### src/rtl/load_write_packer.sv
// Packs narrow loader beats into DATA_WIDTH words and issues them as
// sequential-address writes on the arbiter's load port; pulses done at the end.
module load_write_packer #(
    parameter int unsigned ROW_PARA   = 4,
    parameter int unsigned ADDR_WIDTH = 48,
    parameter int unsigned DATA_WIDTH = 256,
    parameter int unsigned IN_WIDTH   = 64,
    parameter int unsigned LEN_WIDTH  = 16
) (
    input  logic                  clk,
    input  logic                  rst_p,
    input  logic                  cmd_valid_i,
    input  logic [ADDR_WIDTH-1:0] cmd_addr_i,
    input  logic [ROW_PARA-1:0]   cmd_bank_en_i,
    input  logic [LEN_WIDTH-1:0]  cmd_len_i,
    output logic                  cmd_ready_o,
    input  logic                  in_valid_i,
    input  logic [IN_WIDTH-1:0]   in_data_i,
    output logic                  in_ready_o,
    output logic                  load_write_valid_o,
    output logic [ROW_PARA-1:0]   load_write_bank_en_o,
    output logic [ADDR_WIDTH-1:0] load_write_addr_o,
    output logic [DATA_WIDTH-1:0] load_write_data_o,
    input  logic                  load_write_ready_i,
    output logic                  done_o
);
    localparam int unsigned RATIO   = DATA_WIDTH / IN_WIDTH;
    localparam int unsigned CNT_W   = $clog2(RATIO);
    localparam int unsigned BEATS_W = LEN_WIDTH + CNT_W;

    typedef enum logic [1:0] {IDLE, RUN, DONE} state_t;

    state_t                r_state, w_next_state;
    logic [ADDR_WIDTH-1:0] r_addr;
    logic [ROW_PARA-1:0]   r_bank_en;
    logic [BEATS_W-1:0]    r_beats_rem;
    logic [LEN_WIDTH-1:0]  r_words_rem;
    logic [CNT_W-1:0]      r_pack_cnt;
    logic [DATA_WIDTH-1:0] r_pack;
    logic                  r_wr_valid;
    logic [ROW_PARA-1:0]   r_wr_bank_en;
    logic [ADDR_WIDTH-1:0] r_wr_addr;
    logic [DATA_WIDTH-1:0] r_wr_data;

    logic                  w_last_slot;
    logic                  w_in_ready;
    logic                  w_beat;
    logic                  w_complete;
    logic                  w_xfer;
    logic [DATA_WIDTH-1:0] w_word;

    // The completing beat may enter only if the output register is free or draining this cycle.
    always_comb begin
        w_last_slot = (r_pack_cnt == CNT_W'(RATIO - 1));
        w_in_ready  = (r_state == RUN) && (r_beats_rem != '0) &&
                      (!w_last_slot || !r_wr_valid || load_write_ready_i);
        w_beat      = in_valid_i && w_in_ready;
        w_complete  = w_beat && w_last_slot;
        w_xfer      = r_wr_valid && load_write_ready_i;
        w_word      = r_pack;
        w_word[(RATIO-1)*IN_WIDTH +: IN_WIDTH] = in_data_i;
    end

    always_ff @(posedge clk) begin
        if (rst_p) r_state <= IDLE;
        else       r_state <= w_next_state;
    end

    always_comb begin
        w_next_state = r_state;
        case (r_state)
            IDLE: if (cmd_valid_i) w_next_state = (cmd_len_i == '0) ? DONE : RUN;
            RUN:  if (w_xfer && r_words_rem == LEN_WIDTH'(1)) w_next_state = DONE;
            DONE: w_next_state = IDLE;
            default: w_next_state = IDLE;
        endcase
    end

    always_comb begin
        cmd_ready_o          = (r_state == IDLE);
        done_o               = (r_state == DONE);
        in_ready_o           = w_in_ready;
        load_write_valid_o   = r_wr_valid;
        load_write_bank_en_o = r_wr_bank_en;
        load_write_addr_o    = r_wr_addr;
        load_write_data_o    = r_wr_data;
    end

    always_ff @(posedge clk) begin
        if (rst_p) begin
            r_addr       <= '0;
            r_bank_en    <= '0;
            r_beats_rem  <= '0;
            r_words_rem  <= '0;
            r_pack_cnt   <= '0;
            r_pack       <= '0;
            r_wr_valid   <= 1'b0;
            r_wr_bank_en <= '0;
            r_wr_addr    <= '0;
            r_wr_data    <= '0;
        end else begin
            if (r_state == IDLE && cmd_valid_i) begin
                r_addr      <= cmd_addr_i;
                r_bank_en   <= cmd_bank_en_i;
                r_beats_rem <= BEATS_W'(cmd_len_i) * BEATS_W'(RATIO);
                r_words_rem <= cmd_len_i;
                r_pack_cnt  <= '0;
            end
            if (w_beat) begin
                r_beats_rem <= r_beats_rem - BEATS_W'(1);
                for (int unsigned k = 0; k < RATIO; k++) begin
                    if (r_pack_cnt == CNT_W'(k)) r_pack[k*IN_WIDTH +: IN_WIDTH] <= in_data_i;
                end
                r_pack_cnt <= w_last_slot ? '0 : r_pack_cnt + CNT_W'(1);
            end
            // A new word loading in the drain cycle keeps valid high.
            if (w_complete) begin
                r_wr_valid   <= 1'b1;
                r_wr_data    <= w_word;
                r_wr_addr    <= r_addr;
                r_wr_bank_en <= r_bank_en;
                r_addr       <= r_addr + ADDR_WIDTH'(1);
            end else if (w_xfer) begin
                r_wr_valid   <= 1'b0;
            end
            if (w_xfer) r_words_rem <= r_words_rem - LEN_WIDTH'(1);
        end
    end
endmodule

### config.mk
export PLATFORM = sky130hd
export DESIGN_NAME = load_write_packer
export DESIGN_NICKNAME = d
export VERILOG_FILES = /design/src/rtl/load_write_packer.sv
export SDC_FILE = /design/constraint.sdc
export NUM_CORES = 1
export LEC_CHECK = 0
export CAP_MARGIN = 20
export CORE_AREA = 8 8 381 271
export DETAILED_ROUTE_END_ITERATION = 10
export DIE_AREA = 0 0 389 279
export PLACE_DENSITY = 0.52
export SYNTH_ARGS = -nofsm -noshare
export SYNTH_HDL_FRONTEND = slang
export SYNTH_SLANG_ARGS = --single-unit
export TNS_END_PERCENT = 20
### constraint.sdc
create_clock -name clk -period 2.7 [get_ports clk]
set_input_delay 0.27 -clock clk [delete_from_list [all_inputs] [get_ports clk]]
set_output_delay 0.27 -clock clk [all_outputs]
set_load 0.02 [all_outputs]
-- After elaboration in Yosys (flattened, before gate mapping)
Cells that the tools add are included.
- bitwise gates (word level): 0
- magnitude comparators: 0
- $mul: 0
- multiplexer cells: 15
- reduce and logical (&&, ||, !) cells: 23
- shift operators: 0
- equal/unequal tests: 8
- div/mod/pow operators: 0
- add/sub/neg operators: 4
- operators with widths (kind ; count):
    $mux 48 ; 2
    $add 48x1->48 const B ; 1
    $mux 18 ; 2
    $mux 16 ; 2
    $reduce_bool 18->1 ; 1
    $sub 18x1->18 const B ; 1
    $eq 16x1->1 const B ; 1
    $logic_not 16->1 ; 1
    $sub 16x1->16 const B ; 1
    $mux 2 ; 6
    $reduce_and 2->1 ; 4
    $reduce_bool 2->1 ; 4
    $logic_and 1x1->1 ; 7
    $eq 2x2->1 const B ; 3
    $eq 2x1->1 const B ; 2
    $logic_not 2->1 ; 2
    $pmux 2 s2 ; 1
    $add 2x1->2 const B ; 1
    $logic_not 1->1 ; 2
    $logic_or 1x1->1 ; 2
    $mux 1 ; 2
    $ne 2x1->1 const B ; 1
    $ne 2x2->1 const B ; 1
- memory bits (read-only): 0
- latch bits: 0
- output and inout bits: 312
- RAM bits: 0
- register bits: 591
- word-level logic and storage cells: 63
- memories kept: 0

-- Depth between registers and ports, before layout
- depth in word-level cells: 8
- gate-level depth with buffers: 11
- mapped depth without buffers: 8

-- Worst setup path after synthesis
OpenSTA, ideal clock, no wires.
- path kind: flip-flop to flip-flop
- start point: register r_beats_rem[0]
- end point: register r_beats_rem[7]
- setup time: 0.133 ns
- data required time: 2.567 ns
- data arrival time: 2.436 ns
- cell stages (with the launch flop): 10
- path slack: 0.132 ns
- cells stage by stage: dfxtp_1 -> inv_1 -> ha_1 -> nor4b_1 -> and4_1 -> a211oi_1 -> clkbuf_1 -> nand2_1 -> o311ai_0 -> a31oi_1
- cells in the longest elaborated chain, start to end: 5
- elaborated cells between the ends (all ways): 7
- those cells by class: 1 x add/sub; 1 x mux; 5 x reduce/logical
- RTL lines (item ; RTL line ; source):
    start, declared ; 36 ; logic [BEATS_W-1:0] r_beats_rem;
    start signal, assigned ; 105 ; r_beats_rem <= BEATS_W'(cmd_len_i) * BEATS_W'(RATIO);
    start signal, assigned ; 110 ; r_beats_rem <= r_beats_rem - BEATS_W'(1);
    parallel branches: the longest is 5 deep, another holds $sub 18x1->18 ; -- ;
Parallel ways; which one is timed is not known.
A chain may end at the register's enable or synchronous reset.

-- Final worst setup path
- start point: register r_beats_rem[10]
- end point: output port in_ready_o
- cells in the longest elaborated chain, start to end: 3
- RTL lines (item ; RTL line ; source):
    $reduce_bool 18->1 ; 55 ; w_in_ready = (r_state == RUN) && (r_beats_rem != '0) &&
    $logic_and 1x1->1 (2 in series) ; 55 ;
    end, declared ; 19 ; output logic in_ready_o,
Every way passes these cells.

==> impl_summary.md <==
CTS
The CTS sink count is 591. The clock tree root buffer cell is clkbuf_16. In this run the number of H-tree levels came out at 3. No sink is reached through more buffers than the 3 on the longest clock path. The clock transition at the registers of the reported paths is 60 ps. TritonCTS created 67 clock buffers.

TritonCTS built the clock tree. Clock latency on the worst-skew pair, taken at its later pin, is 630 ps.

Floorplan
The floorplan step set the die width to 389 um. In this run the count of I/O pins placed on the die edge is ~450. After floorplanning, the core was divided into 96 placement rows. The initial utilization of the core area, before any placement, comes to 0.228. The vertical die dimension is 279 um. The area of the placeable core is 97300 sq um. The die covers between 100000 and 150000 sq um.

Synth
The primary flip-flop cell chosen by synthesis mapping is dfxtp_1. The area of the mapped netlist is 22200 sq um. The largest total area in the synthesized netlist belongs to dfxtp_1.

Of all flip-flops after synthesis, the portion carrying an async set or reset was 0. A synthesized cell averages 7.83 sq um. The net count after synthesis is 2976. The Yosys step of the flow raised 0 warnings. In the post-synthesis netlist, the biggest area contributors are dfxtp_1 (53%), nand2_1 (18%), a21oi_1 (13%), clkbuf_1 (1.9%), buf_2 (1.1%). The synthesized design contains 591 register bits. Synthesis instantiated 55 different standard cells from the library. Counting every instance in the synthesized netlist gives about 2800. The number of synthesized flops with an enable pin is 0. The share of the yosys chip area belonging to registers is 0.534. The share of synthesized area in the top cell type comes to 0.534.

Finish
At the end of the flow, the number of nets in the layout was 3388. The top cell types in the final layout, fill and taps aside, are nand2_1 (1077), dfxtp_1 (590), a21oi_1 (567), clkdlybuf4s50_1 (446), clkbuf_16 (70). Across the whole layout, storage elements account for 11800 sq um. Of the cells placed in the final design, the portion with a size suffix greater than 1 is 0.0690. In the final layout, the multi-input gates occupy 9360 sq um. The most common library cell in the layout ignoring fill and taps is nand2_1. Compared with the post-synthesis result, the final layout area differs by 38.2%. The number of filler cells placed in the layout is around 10000.

Routing
Dividing the detail-routed via count by the number of cells gives 4.53. The first TritonRoute pass finished after 5 iterations. The per-cell routed wire length is 18.2 um. The DRC violation count after routing is 0.

The first routing iteration left 1314 violations. The number of nets with antenna violations after routing is 0. The total wire length after detailed routing is 82900 um.

The detailed router placed approximately 21000 vias in this run.

Placement
The final HPWL from detailed placement is 55400 um. At the end of routability-driven placement, the weighted congestion stood at 0.831. The port buffer count is around 450.

The worst setup slack before clock tree synthesis is 11.5 ps.

Power
The leakage power total is 0.00992 uW. The peak supply drop is 0.000394 V. Of the total power, combinational logic draws 0.068. Cell internal power was estimated by the tool at about 15000 uW. Of the total power, the share spent switching nets is 0.245. The net switching component of the power is ~4800 uW.

The register share of total power is 0.466. The power density of the placed cells is roughly 630 nW/um^2. Of the total power, the clock network draws 0.467.

Critical path
The type of element capturing the critical path is a primary output. The setup slack on the worst flop-to-flop path is 160 ps. The critical path is of the flip-flop to primary output type. The endpoint of the lowest-slack register-to-register path is load_write_data_o[240]. For the worst setup path, the data arrival time is 2320 ps. The endpoint required time on the critical path is about 2400 ps. Measured in cells, the most critical reg-to-reg path has a length of 7.

The critical register-to-register path startpoint is r_beats_rem[10]. The maximum fanout along the worst path is 6. The worst setup path is launched from a flip-flop.

Timing
The number of setup violations in the final report is 0. Static timing analysis puts the maximum clock frequency at between 300 and 400 MHz. In the finished design, the share of the clock period the worst path needs comes to 0.958. The setup clock skew after layout is between 15 and 20 ps. The transition time of the tightest slew-check pin is ~610 ps. The max-slew violation total from the final report is 0.

The setup total negative slack is 0 ps. In this run the tightest slew margin relative to its limit is 0.590. The clock period could shrink to 2590 ps. Once routing completed, OpenROAD measured the worst setup slack at roughly 110 ps. The total count of hold-check failures in the final report is 0.

GRT
The number of antenna violations at the first check in global routing is 0. The via count of the first global-routing pass is 19737. Across every metal layer, demand over resource in global routing totals 0.146. The first global-routing pass estimated ~130000 um of wire.

The pin count of the biggest net entering global routing is 111. The overall overflow remaining after global route is 0.

Worst hold path
The number of cells on the worst hold path is 2. The beginning of the worst hold path is rst_p. The class of the tightest hold or removal check is input port to flip-flop.

For hold timing, the worst endpoint is load_write_bank_en_o[2].

Run
Max-cap violations in this run came to 0.

Status
The run finished with clean final reports.
==> power groups by stage <==
stage,Sequential (uW),Clock [uW],Combinational (uW)
5_1_grt,9050,9750,1430
6_report,9030,9040,1310
3_3_place_gp,9210,0,1270
4_1_cts,9020,9390,1280
2_1_floorplan,9180,0,614
3_5_place_dp,9210,0,1280
==> synthesized netlist by cell type (4+ instances only) <==
cell,instances
or4_1,10
buf_2,50
a31oi_1,32
o21ai_1,5
o21ai_0,20
nand2_1,1080
a221oi_1,4
nor2_1,53
buf_4,16
and3_1,12
o211ai_1,19
nand3_1,28
o311ai_0,10
a21oi_1,568
clkbuf_1,110
or3_1,20
dfxtp_1,591
and4_1,6
and2_1,11
nor4_1,20
a32oi_1,7
ha_1,8
nor3_1,25
a211oi_1,6
or2_2,6
a2bb2oi_1,6
buf_6,15
buf_1,12
inv_1,20
nand4_1,21
==> state kept, by name (all words and copies together) (netlist names) <==
signal	cells
load_write_data_o	256
r_pack	192
load_write_addr_o	48
r_addr	48
r_beats_rem	18
r_words_rem	16
load_write_bank_en_o	4
r_bank_en	4
r_pack_cnt	2
r_state	2
load_write_valid_o	1
==> worst max-delay path, cell delays in order (launching register included) <==
cell and delay [ps]:
dfxtp_1 310, or4_4 540, buf_4 180, nor4_4 190, a21oi_1 120, buf_4 180
buf_2 170
==> timing repair <==
item,4_1_cts,5_1_grt
gates cloned,0,2
pin swaps,0,3
buffers inserted,0,3
hold buffers,0,0
resized for setup,7,5
endpoints found under the setup margin,8,225
==> cells by family after synthesis <==
kind of cell | share of synthesized area
DFF | 0.534
and+or+nand+nor | 0.239
muxes | 0.00198
adders and majority gates | 0.00452
AOI/OAI and AO/OA | 0.172
buffers and inverters | 0.0484
==> through the flow <==
stage          instances  hold slack, ps  utilization  power, uW  instance area (sq um)
4_1_cts             4558            38.6        0.314      19700                  30500
5_1_grt             4563            58.2        0.315      20200                  30600
2_1_floorplan       2831             406            -       9790                  22200
6_report            4564            96.4        0.315      19400                  30600
3_3_place_gp        4443             439        0.292      10500                  28400
3_5_place_dp        4443             441        0.292      10500                  28400
==> area by class of cell <==
class,instances,area share
flip-flops and latches,591,0.386
multi-input cells,2018,0.306
repair buffers,545,0.184
clock buffers,93,0.0619
well taps,1274,0.0520
clock inverters,22,0.00784
inverters,20,0.00245
diodes,1,0.0000817
==> worst max-delay path by stage <==
stage / slack [ps] / end / start / cells after the start
after floorplan: 130 / r_beats_rem[7] / r_beats_rem[0] / 9
after global placement: 20 / r_addr[32] / r_beats_rem[0] / 11
after detailed placement: 10 / r_addr[41] / r_beats_rem[0] / 11
after CTS: 10 / in_ready_o / r_beats_rem[10] / 6
after global routing: -20 / in_ready_o / r_beats_rem[0] / 7
final: 110 / in_ready_o / r_beats_rem[10] / 6
==> metal layers <==
| layer | global-route usage | part of all wire |
|---|---|---|
| met2 | 0.222 | 0.44 |
| met5 | 0 | 0 |
| met3 | 0.0453 | 0.069 |
| met1 | 0.199 | 0.47 |
| met4 | 0.0405 | 0.025 |
(Power assumes the default switching activity.)
